--- config.mk ---
export PLATFORM = sky130hd
export DESIGN_NAME = pipe_ctrl_flat
export DESIGN_NICKNAME = d
export VERILOG_FILES = /design/src/rtl/pipe_ctrl_pkg.sv /design/src/rtl/pipe_ctrl_if.sv /design/src/rtl/pipe_perf_cnt.sv /design/src/rtl/pipe_ctrl.sv /design/src/flat_wrapper.sv
export SDC_FILE = /design/constraint.sdc
export NUM_CORES = 1
export LEC_CHECK = 0
export ABC_AREA = 1
export CORE_AREA = 2 2 100 64
export CTS_CLUSTER_DIAMETER = 60
export CTS_CLUSTER_SIZE = 24
export DETAILED_ROUTE_END_ITERATION = 10
export DIE_AREA = 0 0 102 66
export GPL_TIMING_DRIVEN = 0
export PLACE_DENSITY_LB_ADDON = 0.08
export SLEW_MARGIN = 30
export SYNTH_ARGS = -nofsm -noshare
export SYNTH_HDL_FRONTEND = slang
export SYNTH_SLANG_ARGS = --single-unit
--- constraint.sdc ---
create_clock -name clk -period 1.7 [get_ports clk]
set_clock_uncertainty 0.2 [all_clocks]
set_input_delay 0.17 -clock clk [delete_from_list [all_inputs] [get_ports clk]]
set_output_delay 0.17 -clock clk [all_outputs]
set_load 0.02 [all_outputs]
--- src/rtl/pipe_ctrl_pkg.sv ---
// Shared types and constants for the pipeline control unit.
// State encoding: bit0 = I-cache refill pending, bit1 = D-cache refill pending.
package pipe_ctrl_pkg;

  typedef enum logic [1:0] {
    RUN     = 2'b00,
    WAIT_I  = 2'b01,
    WAIT_D  = 2'b10,
    WAIT_ID = 2'b11
  } state_t;

  localparam logic [4:0] REG_ZERO = 5'd0;
  localparam int         PERF_W   = 32;

endpackage

--- src/rtl/pipe_ctrl_if.sv ---
// Hazard/miss inputs and pipeline controls between the core and pipe_ctrl.
// master = pipeline side, slave = pipe_ctrl.
interface pipe_ctrl_if;
  import pipe_ctrl_pkg::*;

  logic [4:0]        D_rs1_idx;
  logic [4:0]        D_rs2_idx;
  logic              D_use_rs1;
  logic              D_use_rs2;
  logic [4:0]        E_rd_idx;
  logic              E_is_load;
  logic              E_jb;
  logic              im_miss;
  logic              dm_miss;
  logic              im_done;
  logic              dm_done;

  logic              stall;
  logic              jb;
  logic              waiting;
  logic              pc_hold;
  logic              err;
  logic [PERF_W-1:0] cnt_stall;
  logic [PERF_W-1:0] cnt_wait;
  logic [PERF_W-1:0] cnt_flush;

  modport master (
    output D_rs1_idx, D_rs2_idx, D_use_rs1, D_use_rs2, E_rd_idx, E_is_load,
           E_jb, im_miss, dm_miss, im_done, dm_done,
    input  stall, jb, waiting, pc_hold, err, cnt_stall, cnt_wait, cnt_flush
  );

  modport slave (
    input  D_rs1_idx, D_rs2_idx, D_use_rs1, D_use_rs2, E_rd_idx, E_is_load,
           E_jb, im_miss, dm_miss, im_done, dm_done,
    output stall, jb, waiting, pc_hold, err, cnt_stall, cnt_wait, cnt_flush
  );

endinterface

--- src/rtl/pipe_perf_cnt.sv ---
// Saturating event counter: counts cycles with en high, sticks at all-ones.
module pipe_perf_cnt
  import pipe_ctrl_pkg::*;
#(
  parameter int W = PERF_W
) (
  input  logic         clk,
  input  logic         rst,
  input  logic         en,
  output logic [W-1:0] cnt
);

  function automatic logic [W-1:0] sat_inc(input logic [W-1:0] v);
    return (&v) ? v : v + 1'b1;
  endfunction

  // count enabled cycles, holding at the maximum value
  always_ff @(posedge clk or posedge rst) begin
    if (rst) cnt <= '0;
    else if (en) cnt <= sat_inc(cnt);
  end

endmodule

--- src/rtl/pipe_ctrl.sv ---
// Pipeline control for the RV32I cached core: load-use bubble, branch flush,
// cache-miss freeze with watchdog. Priority: waiting > jb > stall.
// Optional macro PIPE_CTRL_PERF_EN builds the stall/wait/flush counters;
// without it the counter outputs read 0.
module pipe_ctrl
  import pipe_ctrl_pkg::*;
#(
  parameter int MISS_TIMEOUT = 1023
) (
  input  logic        clk,
  input  logic        rst,
  pipe_ctrl_if.slave  bus
);

  localparam int                WCNT_W   = $clog2(MISS_TIMEOUT + 1);
  localparam logic [WCNT_W-1:0] WCNT_MAX = WCNT_W'(MISS_TIMEOUT);

  state_t            state;
  state_t            state_nxt;
  logic              i_pend_nxt;
  logic              d_pend_nxt;
  logic [WCNT_W-1:0] wait_cnt;
  logic [WCNT_W-1:0] wait_cnt_nxt;
  logic              err_q;
  logic              hz;
  logic              waiting;
  logic              jb;
  logic              stall;

  function automatic logic [WCNT_W-1:0] sat_inc_wcnt(input logic [WCNT_W-1:0] v);
    return (v == WCNT_MAX) ? v : v + 1'b1;
  endfunction

  // next pending pair per cache; the state is that pair, misses on a pending
  // cache and dones on an idle cache fall out of the same rule
  always_comb begin
    i_pend_nxt   = (state[0] & ~bus.im_done) | bus.im_miss;
    d_pend_nxt   = (state[1] & ~bus.dm_done) | bus.dm_miss;
    state_nxt    = state_t'({d_pend_nxt, i_pend_nxt});
    wait_cnt_nxt = (state == RUN) ? '0 : sat_inc_wcnt(wait_cnt);
  end

  // miss-tracking FSM with watchdog; err sets on the edge the count reaches
  // the timeout and stays until reset
  always_ff @(posedge clk or posedge rst) begin
    if (rst) begin
      state    <= RUN;
      wait_cnt <= '0;
      err_q    <= 1'b0;
    end else begin
      state    <= state_nxt;
      wait_cnt <= wait_cnt_nxt;
      err_q    <= err_q | (wait_cnt_nxt == WCNT_MAX);
    end
  end

  // zero-latency controls; a miss freezes the pipe in the cycle it is seen
  always_comb begin
    waiting = (state != RUN) | bus.im_miss | bus.dm_miss;
    jb      = bus.E_jb & ~waiting;
    hz      = bus.E_is_load & (bus.E_rd_idx != REG_ZERO) &
              ((bus.D_use_rs1 & (bus.D_rs1_idx == bus.E_rd_idx)) |
               (bus.D_use_rs2 & (bus.D_rs2_idx == bus.E_rd_idx)));
    stall   = hz & ~jb & ~waiting;
  end

  assign bus.waiting = waiting;
  assign bus.jb      = jb;
  assign bus.stall   = stall;
  assign bus.pc_hold = stall | waiting;
  assign bus.err     = err_q;

`ifdef PIPE_CTRL_PERF_EN
  pipe_perf_cnt #(.W(PERF_W)) u_cnt_stall (
    .clk (clk), .rst (rst), .en (stall),   .cnt (bus.cnt_stall)
  );
  pipe_perf_cnt #(.W(PERF_W)) u_cnt_wait (
    .clk (clk), .rst (rst), .en (waiting), .cnt (bus.cnt_wait)
  );
  pipe_perf_cnt #(.W(PERF_W)) u_cnt_flush (
    .clk (clk), .rst (rst), .en (jb),      .cnt (bus.cnt_flush)
  );
`else
  assign bus.cnt_stall = '0;
  assign bus.cnt_wait  = '0;
  assign bus.cnt_flush = '0;
`endif

endmodule
--- src/flat_wrapper.sv ---
// flat-port wrapper written by rule: the top's interface ports become plain ports
module pipe_ctrl_flat import pipe_ctrl_pkg::*;
#(
  parameter int MISS_TIMEOUT = 1023
)
  (clk, rst, bus_D_rs1_idx, bus_D_rs2_idx, bus_D_use_rs1, bus_D_use_rs2, bus_E_rd_idx, bus_E_is_load, bus_E_jb, bus_im_miss, bus_dm_miss, bus_im_done, bus_dm_done, bus_stall, bus_jb, bus_waiting, bus_pc_hold, bus_err, bus_cnt_stall, bus_cnt_wait, bus_cnt_flush);
  pipe_ctrl_if bus_i ();
  input  logic clk;
  input  logic rst;
  input wire logic [$bits(bus_i.D_rs1_idx)-1:0] bus_D_rs1_idx;
  input wire logic [$bits(bus_i.D_rs2_idx)-1:0] bus_D_rs2_idx;
  input wire logic [$bits(bus_i.D_use_rs1)-1:0] bus_D_use_rs1;
  input wire logic [$bits(bus_i.D_use_rs2)-1:0] bus_D_use_rs2;
  input wire logic [$bits(bus_i.E_rd_idx)-1:0] bus_E_rd_idx;
  input wire logic [$bits(bus_i.E_is_load)-1:0] bus_E_is_load;
  input wire logic [$bits(bus_i.E_jb)-1:0] bus_E_jb;
  input wire logic [$bits(bus_i.im_miss)-1:0] bus_im_miss;
  input wire logic [$bits(bus_i.dm_miss)-1:0] bus_dm_miss;
  input wire logic [$bits(bus_i.im_done)-1:0] bus_im_done;
  input wire logic [$bits(bus_i.dm_done)-1:0] bus_dm_done;
  output wire logic [$bits(bus_i.stall)-1:0] bus_stall;
  output wire logic [$bits(bus_i.jb)-1:0] bus_jb;
  output wire logic [$bits(bus_i.waiting)-1:0] bus_waiting;
  output wire logic [$bits(bus_i.pc_hold)-1:0] bus_pc_hold;
  output wire logic [$bits(bus_i.err)-1:0] bus_err;
  output wire logic [$bits(bus_i.cnt_stall)-1:0] bus_cnt_stall;
  output wire logic [$bits(bus_i.cnt_wait)-1:0] bus_cnt_wait;
  output wire logic [$bits(bus_i.cnt_flush)-1:0] bus_cnt_flush;
  assign bus_i.D_rs1_idx = bus_D_rs1_idx;
  assign bus_i.D_rs2_idx = bus_D_rs2_idx;
  assign bus_i.D_use_rs1 = bus_D_use_rs1;
  assign bus_i.D_use_rs2 = bus_D_use_rs2;
  assign bus_i.E_rd_idx = bus_E_rd_idx;
  assign bus_i.E_is_load = bus_E_is_load;
  assign bus_i.E_jb = bus_E_jb;
  assign bus_i.im_miss = bus_im_miss;
  assign bus_i.dm_miss = bus_dm_miss;
  assign bus_i.im_done = bus_im_done;
  assign bus_i.dm_done = bus_dm_done;
  assign bus_stall = bus_i.stall;
  assign bus_jb = bus_i.jb;
  assign bus_waiting = bus_i.waiting;
  assign bus_pc_hold = bus_i.pc_hold;
  assign bus_err = bus_i.err;
  assign bus_cnt_stall = bus_i.cnt_stall;
  assign bus_cnt_wait = bus_i.cnt_wait;
  assign bus_cnt_flush = bus_i.cnt_flush;
  pipe_ctrl #(.MISS_TIMEOUT(MISS_TIMEOUT)) u_core (.clk(clk), .rst(rst), .bus(bus_i));
endmodule
==> impl_metrics.py, run 1 <==
metrics = {
    "outcome": {
        "status": "complete, but fails checks",
        "violations": "setup timing",
    },
    "setup_path": {
        "worstPathCellList": "ha_4 -> nand2_4 -> nor2_4 -> nand3_4 -> buf_6 -> nand2_4 -> nand2_2 -> nor2_2 -> nand2_1 -> nor2_1 -> nand3_2 -> nand2_1",
        "endpoint_kind": "register",
        "slowest_stage": "dfrtp_1",
        "startpoint_type": "register",
        "crit_family": "simple AND/OR/NAND/NOR gates",
        "r2r_slack_ps": -110,
        "path_depth": 12,
        "reg2regPathDepth": 12,
        "critical_path_class": "register to register",
        "cp_data_required_time_ps": 1680,
        "cpPeakStageDelay_ps": 400,
        "cp_data_arrival_time_ps": 1790,
        "worst-path-buf-inv": 1,
        "crit_fanout": 5,
    },
    "floorplanning": {
        "dieWidth_um": 102,
        "die-area_sq_mm": 0.00673,
        "fp.coreArea_sq_mm": 0.00584,
        "ios": 126,
        "fp.dieH_um": 66,
        "start_util_pct": 28.9,
        "fp-row-count": 22,
    },
    "timing": {
        "period_needed_ps": 1810,
        "tns_ps": -116,
        "setup_viol": 3,
        "hold_viol": 0,
        "max_freq_ghz": 0.554,
        "period_share_pct": 106,
        "slew-limit-headroom_pct": 64.6,
        "tightest_slew_ps": 530,
        "final-max-slew-violation-count": 0,
        "rsz0062_at_grt": "yes",
        "timing.final.ws_setup_ps": -106,
    },
    "yosys": {
        "yosysMostFrequentCell": "buf_4",
        "yosysWarningCount": 0,
        "synthXorXnorAreaFrac_pct": 2.08,
        "synth-edff-count": 0,
        "synthFlopType": "dfrtp_1",
        "synth_compound_area_share_pct": 5.20,
        "avgSynthCellArea_sq_um": 6.91,
        "synthesis.area_sq_mm": 0.00169,
        "synth_top_area_share_pct": 42.8,
        "netlist_top_cells_area": "buf_4, dfrtp_1, nand2_1",
        "synth_commonest_cells": "buf_4, nand2_1, inv_1, nor2_1, dfrtp_1",
        "async_flop_share_pct": 100,
        "synthMuxAreaShare_pct": 0,
        "yosysUniqueCellTypes": 28,
        "synth_top_family_by_area": "buffers and inverters",
        "synth-seq-cells": 13,
        "yosysSeqAreaShare_pct": 19.3,
        "synth_fa_ha_area_share_pct": 0.742,
        "synth_cells": 244,
        "synthSimpleGateAreaFrac_pct": 22.3,
        "yosysTopAreaCell": "buf_4",
    },
    "detailed_routing": {
        "dr.pass1.iters": 4,
        "via_count": 1468,
        "routed.top_layer": "met4",
        "wl_met3_um": 358,
        "remaining_drc_errors": 0,
        "drtIter0Drc": 52,
        "vias_per_cell": 3.15,
        "routedWlPerCell_um": 7.50,
        "route.met2.wl_um": 1510,
        "postRouteAntennaNets": 0,
        "met1_length_um": 1610,
        "totalWireLength_um": 3500,
    },
    "power": {
        "pwr_density_cell_mw_per_mm2": 623,
        "p_leak_nw": 1.58,
        "ir_drop_uv": 282,
    },
    "cts": {
        "cts.sinks": 13,
        "htreeDepth": 1,
        "clk_pin_slew_ps": 60,
        "clk_path_buf_depth": 2,
        "cts_inserted_buffers": 3,
        "cts_tree": "built",
        "clk_latency_ps": 240,
        "hold_buffers": 0,
        "cts-root-buf": "clkbuf_8",
    },
    "final_layout": {
        "drive_gt1_share_pct": 35.3,
        "nFillCells": 619,
        "fin_cells": 466,
        "postLayoutCellArea_sq_mm": 0.00260,
        "finish.utilization_pct": 44.6,
        "n_antenna_cell": 0,
        "synthToLayoutAreaGrowth_pct": 54.5,
        "final_nets": 409,
    },
    "grt": {
        "grt_pass1_vias": 1290,
        "grt_pass1_wl_um": 5530,
        "grt-ovfl-total": 0,
        "grt_usage_pct": 10.3,
        "antenna_found_initial": 0,
        "grt_max_degree": 14,
    },
    "place": {
        "place_inst": 452,
        "dp_slack_ps": -640,
        "place_congestion": 0.797,
        "place_area_sq_mm": 0.00244,
        "io_buffers": 29,
        "place.detailed.hpwl_um": 2980,
    },
    "min_path": {
        "hold_class": "primary input to async pin",
    },
    "job": {
        "cap_violations": 0,
    },
}
## stage by stage
stage | total power [mW] | hold WS, ps
after floorplan | 1.08 | -153
after global placement | 1.21 | 253
after detailed placement | 1.21 | 259
after CTS | 1.59 | 88.1
after global routing | 1.77 | 134
final | 1.62 | 61.1
## what timing repair did
item / in CTS / in global routing
buffers inserted: 8 / 1
pin swaps: 12 / 10
gates resized for setup: 38 / 11
setup endpoints to repair: 5 / 7
cloned: 1 / 0
## layout by cell type (no fill, tap or decap), types with 4 or more instances in the layout
master / instances
buf_4: 107
inv_1: 25
nand2_1: 31
inv_2: 5
nor2_2: 4
clkdlybuf4s50_1: 13
dlygate4sd2_1: 13
nor2_1: 24
nand3_1: 10
conb_1: 96
dfrtp_1: 13
## metal layers
layer	vias to the layer above	track usage, %
li1	829	-
met1	561	15.2
met2	76	15.3
met3	2	2.43
met4	0	1.50
met5	-	0
## final timing paths
path,from,to
worst min-delay path,rst,u_core.wait_cnt[3]
worst max register to register,u_core.wait_cnt[0],u_core.bus.err
worst min register to register,u_core.bus.err,u_core.bus.err
max in group asynchronous,rst,u_core.wait_cnt[9]
worst max-delay path,u_core.wait_cnt[0],u_core.bus.err
min in group clk,u_core.bus.err,u_core.bus.err
## report_power, final
group / switching, mW / total (mW) / internal, mW
Combinational: 0.494 / 0.893 / 0.400
Clock: 0.115 / 0.281 / 0.166
Sequential: 0.0736 / 0.448 / 0.375
## layout make-up
type | instances | area [sq um] | share of cell area (%)
multi-input combinational | 199 | 941 | 36.1
clock buffer | 4 | 45.0 | 1.73
timing repair buffer | 39 | 343 | 13.2
tap | 84 | 105 | 4.04
buffer | 97 | 732 | 28.1
inverter | 30 | 113 | 4.32
sequential | 13 | 325 | 12.5
## worst register-to-register path, stage by stage, from the launching register on
cell     delay, ps
dfrtp_1        400
ha_4           170
nand2_4         60
nor2_4         150
nand3_4        110
buf_6          150
nand2_4         50
nand2_2         40
nor2_2          90
nand2_1         70
nor2_1         110
nand3_2        100
nand2_1         60
## cell families after synthesis
| logic type | after synthesis |
|---|---|
| compound gates | 15 |
| xor+xnor | 4 |
| fa+ha+maj | 1 |
| buf+inv | 127 |
| flops | 13 |
| other cells | 1 |
| simple gates | 83 |
## registers in the layout, indices dropped and copies added, names as in the netlist
register and cells:
u_core.wait_cnt 10, u_core.state 2, u_core.bus.err 1
Note: power is estimated with default switching activity, not from simulation.
==> inputs of run 2 (changes only) <==
SLEW_MARGIN = 20   (was 30)
==> results of run 2 <==
No change in the layout: final DEF, timing and power equal those of run 1.
==> inputs of run 3 (changes only) <==
clock period = 1.5 ns   (was 1.7 ns; I/O delays follow)
==> impl_metrics.py, run 3 (synthesized netlist as in run 1, its figures left out) <==
metrics = {
    "outcome": {
        "status": "complete, but fails checks",
        "violations": "setup timing",
    },
    "grt": {
        "grt_max_degree": 14,
        "grt_use_met3_pct": 2.85,
        "met1_usage_pct": 13.6,
        "grt_pass1_vias": 1227,
        "grt_pass1_wl_um": 5200,
        "antenna_found_initial": 0,
        "grt-ovfl-total": 0,
        "grt.busiest_layer": "met2",
        "grt_usage_pct": 9.72,
        "grtUsageMet2_pct": 14.7,
    },
    "timing": {
        "rsz0062_at_grt": "yes",
        "timing.final.ws_setup_ps": -298,
        "hold_viol": 0,
        "final-max-slew-violation-count": 0,
        "whs_ps": 38.2,
        "max_freq_ghz": 0.556,
        "slew-limit-headroom_pct": 65.7,
        "setup_viol": 6,
        "tightest_slew_ps": 513,
        "period_share_pct": 120,
        "period_needed_ps": 1800,
        "tns_ps": -897,
    },
    "power": {
        "internal_power_mw": 1.07,
        "p_switching_uw": 780,
        "switching_share_pct": 42.1,
        "pwr_density_cell_mw_per_mm2": 693,
        "p_leak_nw": 1.64,
        "comb_power_share_pct": 55.2,
        "ir_drop_uv": 333,
        "p_clk_share_pct": 17.2,
        "p_seq_share_pct": 27.6,
    },
    "floorplanning": {
        "fp.coreArea_sq_mm": 0.00584,
        "fp.dieH_um": 66,
        "fp-row-count": 22,
        "dieWidth_um": 102,
        "start_util_pct": 28.9,
        "die-area_sq_mm": 0.00673,
        "ios": 126,
    },
    "cts": {
        "cts_tree": "built",
        "htreeDepth": 1,
        "cts_inserted_buffers": 3,
        "clk_path_buf_depth": 2,
        "hold_buffers": 0,
        "cts.sinks": 13,
        "clk_latency_ps": 240,
        "cts-root-buf": "clkbuf_8",
        "clk_pin_slew_ps": 60,
    },
    "setup_path": {
        "cp_data_arrival_time_ps": 1780,
        "critical_path_class": "register to register",
        "startpoint_type": "register",
        "endpoint_kind": "register",
        "cp_data_required_time_ps": 1480,
        "crit_fanout": 5,
    },
    "place": {
        "place.detailed.hpwl_um": 2950,
        "place_congestion": 0.800,
        "io_buffers": 29,
        "place_inst": 452,
        "place_area_sq_mm": 0.00246,
    },
    "detailed_routing": {
        "remaining_drc_errors": 0,
        "postRouteAntennaNets": 0,
        "routedWlPerCell_um": 7.58,
        "dr.pass1.iters": 4,
        "totalWireLength_um": 3550,
        "vias_per_cell": 3.24,
        "drtIter0Drc": 54,
        "via_count": 1514,
    },
    "final_layout": {
        "synthToLayoutAreaGrowth_pct": 58.6,
        "largest-register": "u_core.wait_cnt",
        "fin_cells": 468,
        "n_antenna_cell": 0,
        "final_nets": 411,
        "postLayoutCellArea_sq_mm": 0.00267,
        "layout_commonest_cell": "buf_4",
        "drive_gt1_share_pct": 37.5,
        "largest_reg_flops": 10,
        "final_cell_mix": "buf_4, conb_1, nand2_1, inv_1, nor2_1",
    },
    "min_path": {
        "hold_class": "primary input to async pin",
    },
    "job": {
        "cap_violations": 0,
    },
}
[run 3: changes by cell type in the layout (fill, tap and decap cells not counted), sizes merged]
cell / previous run / this run
dlymetal6s2s: 0 / 5
clkdlybuf4s15: 0 / 1
clkbuf: 5 / 4
dlygate4sd2: 13 / 7
clkdlybuf4s50: 13 / 12
buf: 109 / 113
[run 3: path summary, 6_finish.rpt]
path                       slack (ps)  cells past startpoint                from            endpoint
hold reg to reg                   270                      2      u_core.bus.err      u_core.bus.err
hold / removal                     40                      2                 rst     u_core.state[0]
max in group asynchronous         720                      2                 rst  u_core.wait_cnt[7]
setup / recovery                 -300                     12  u_core.wait_cnt[0]      u_core.bus.err
setup reg to reg                 -300                     12  u_core.wait_cnt[0]      u_core.bus.err
min in group clk                  270                      2      u_core.bus.err      u_core.bus.err
[run 3: layout make-up]
cell class	instances	area [sq um]
multi-input cells	199	962
fillers	620	3160
inverters	30	113
clock buffers	4	45.0
well taps	84	105
flip-flops and latches	13	325
plain buffers	97	732
repair buffers	41	390
[run 3: per-stage QoR]
step / util (%) / worst slack [ps] / total power, mW
floorplan: - / -138 / 1.23
global placement: 42.1 / -817 / 1.37
detailed placement: 42.1 / -810 / 1.38
CTS: 44.6 / -308 / 1.80
global route: 45.8 / -391 / 2.01
finish: 45.8 / -298 / 1.85
[run 3: routing by layer]
| metal | vias to the layer above | part of all wire (%) |
|---|---|---|
| met5 | - | 0 |
| met4 | 0 | 1.2 |
| met3 | 4 | 9.7 |
| met2 | 72 | 44 |
| met1 | 601 | 45 |
| li1 | 837 | - |
[run 3: worst max-delay path, cell delays in order, from the launching register on]
cell     delay (ps)
dfrtp_1         400
ha_4            170
nand2_4          60
nor2_4          130
nand3_4         110
buf_6           150
nand2_4          50
nand2_2          40
nor2_2          120
nand2_1          70
nor2_1           80
nand3_1          90
nand2_1          70
[run 3: what timing repair did]
| action | CTS | global route |
|---|---|---|
| gates cloned | 1 | 0 |
| setup buffers | 8 | 3 |
| pin swaps | 10 | 17 |
| endpoints found under the setup margin | 15 | 14 |
| gates resized for setup | 45 | 18 |
[run 3: power groups by stage]
stage | combinational (mW) | clock (mW) | sequential (mW)
after global placement | 0.864 | 0 | 0.508
final | 1.02 | 0.319 | 0.511
after floorplan | 0.739 | 0 | 0.491
after global routing | 1.14 | 0.347 | 0.526
after CTS | 0.964 | 0.327 | 0.512
after detailed placement | 0.865 | 0 | 0.512
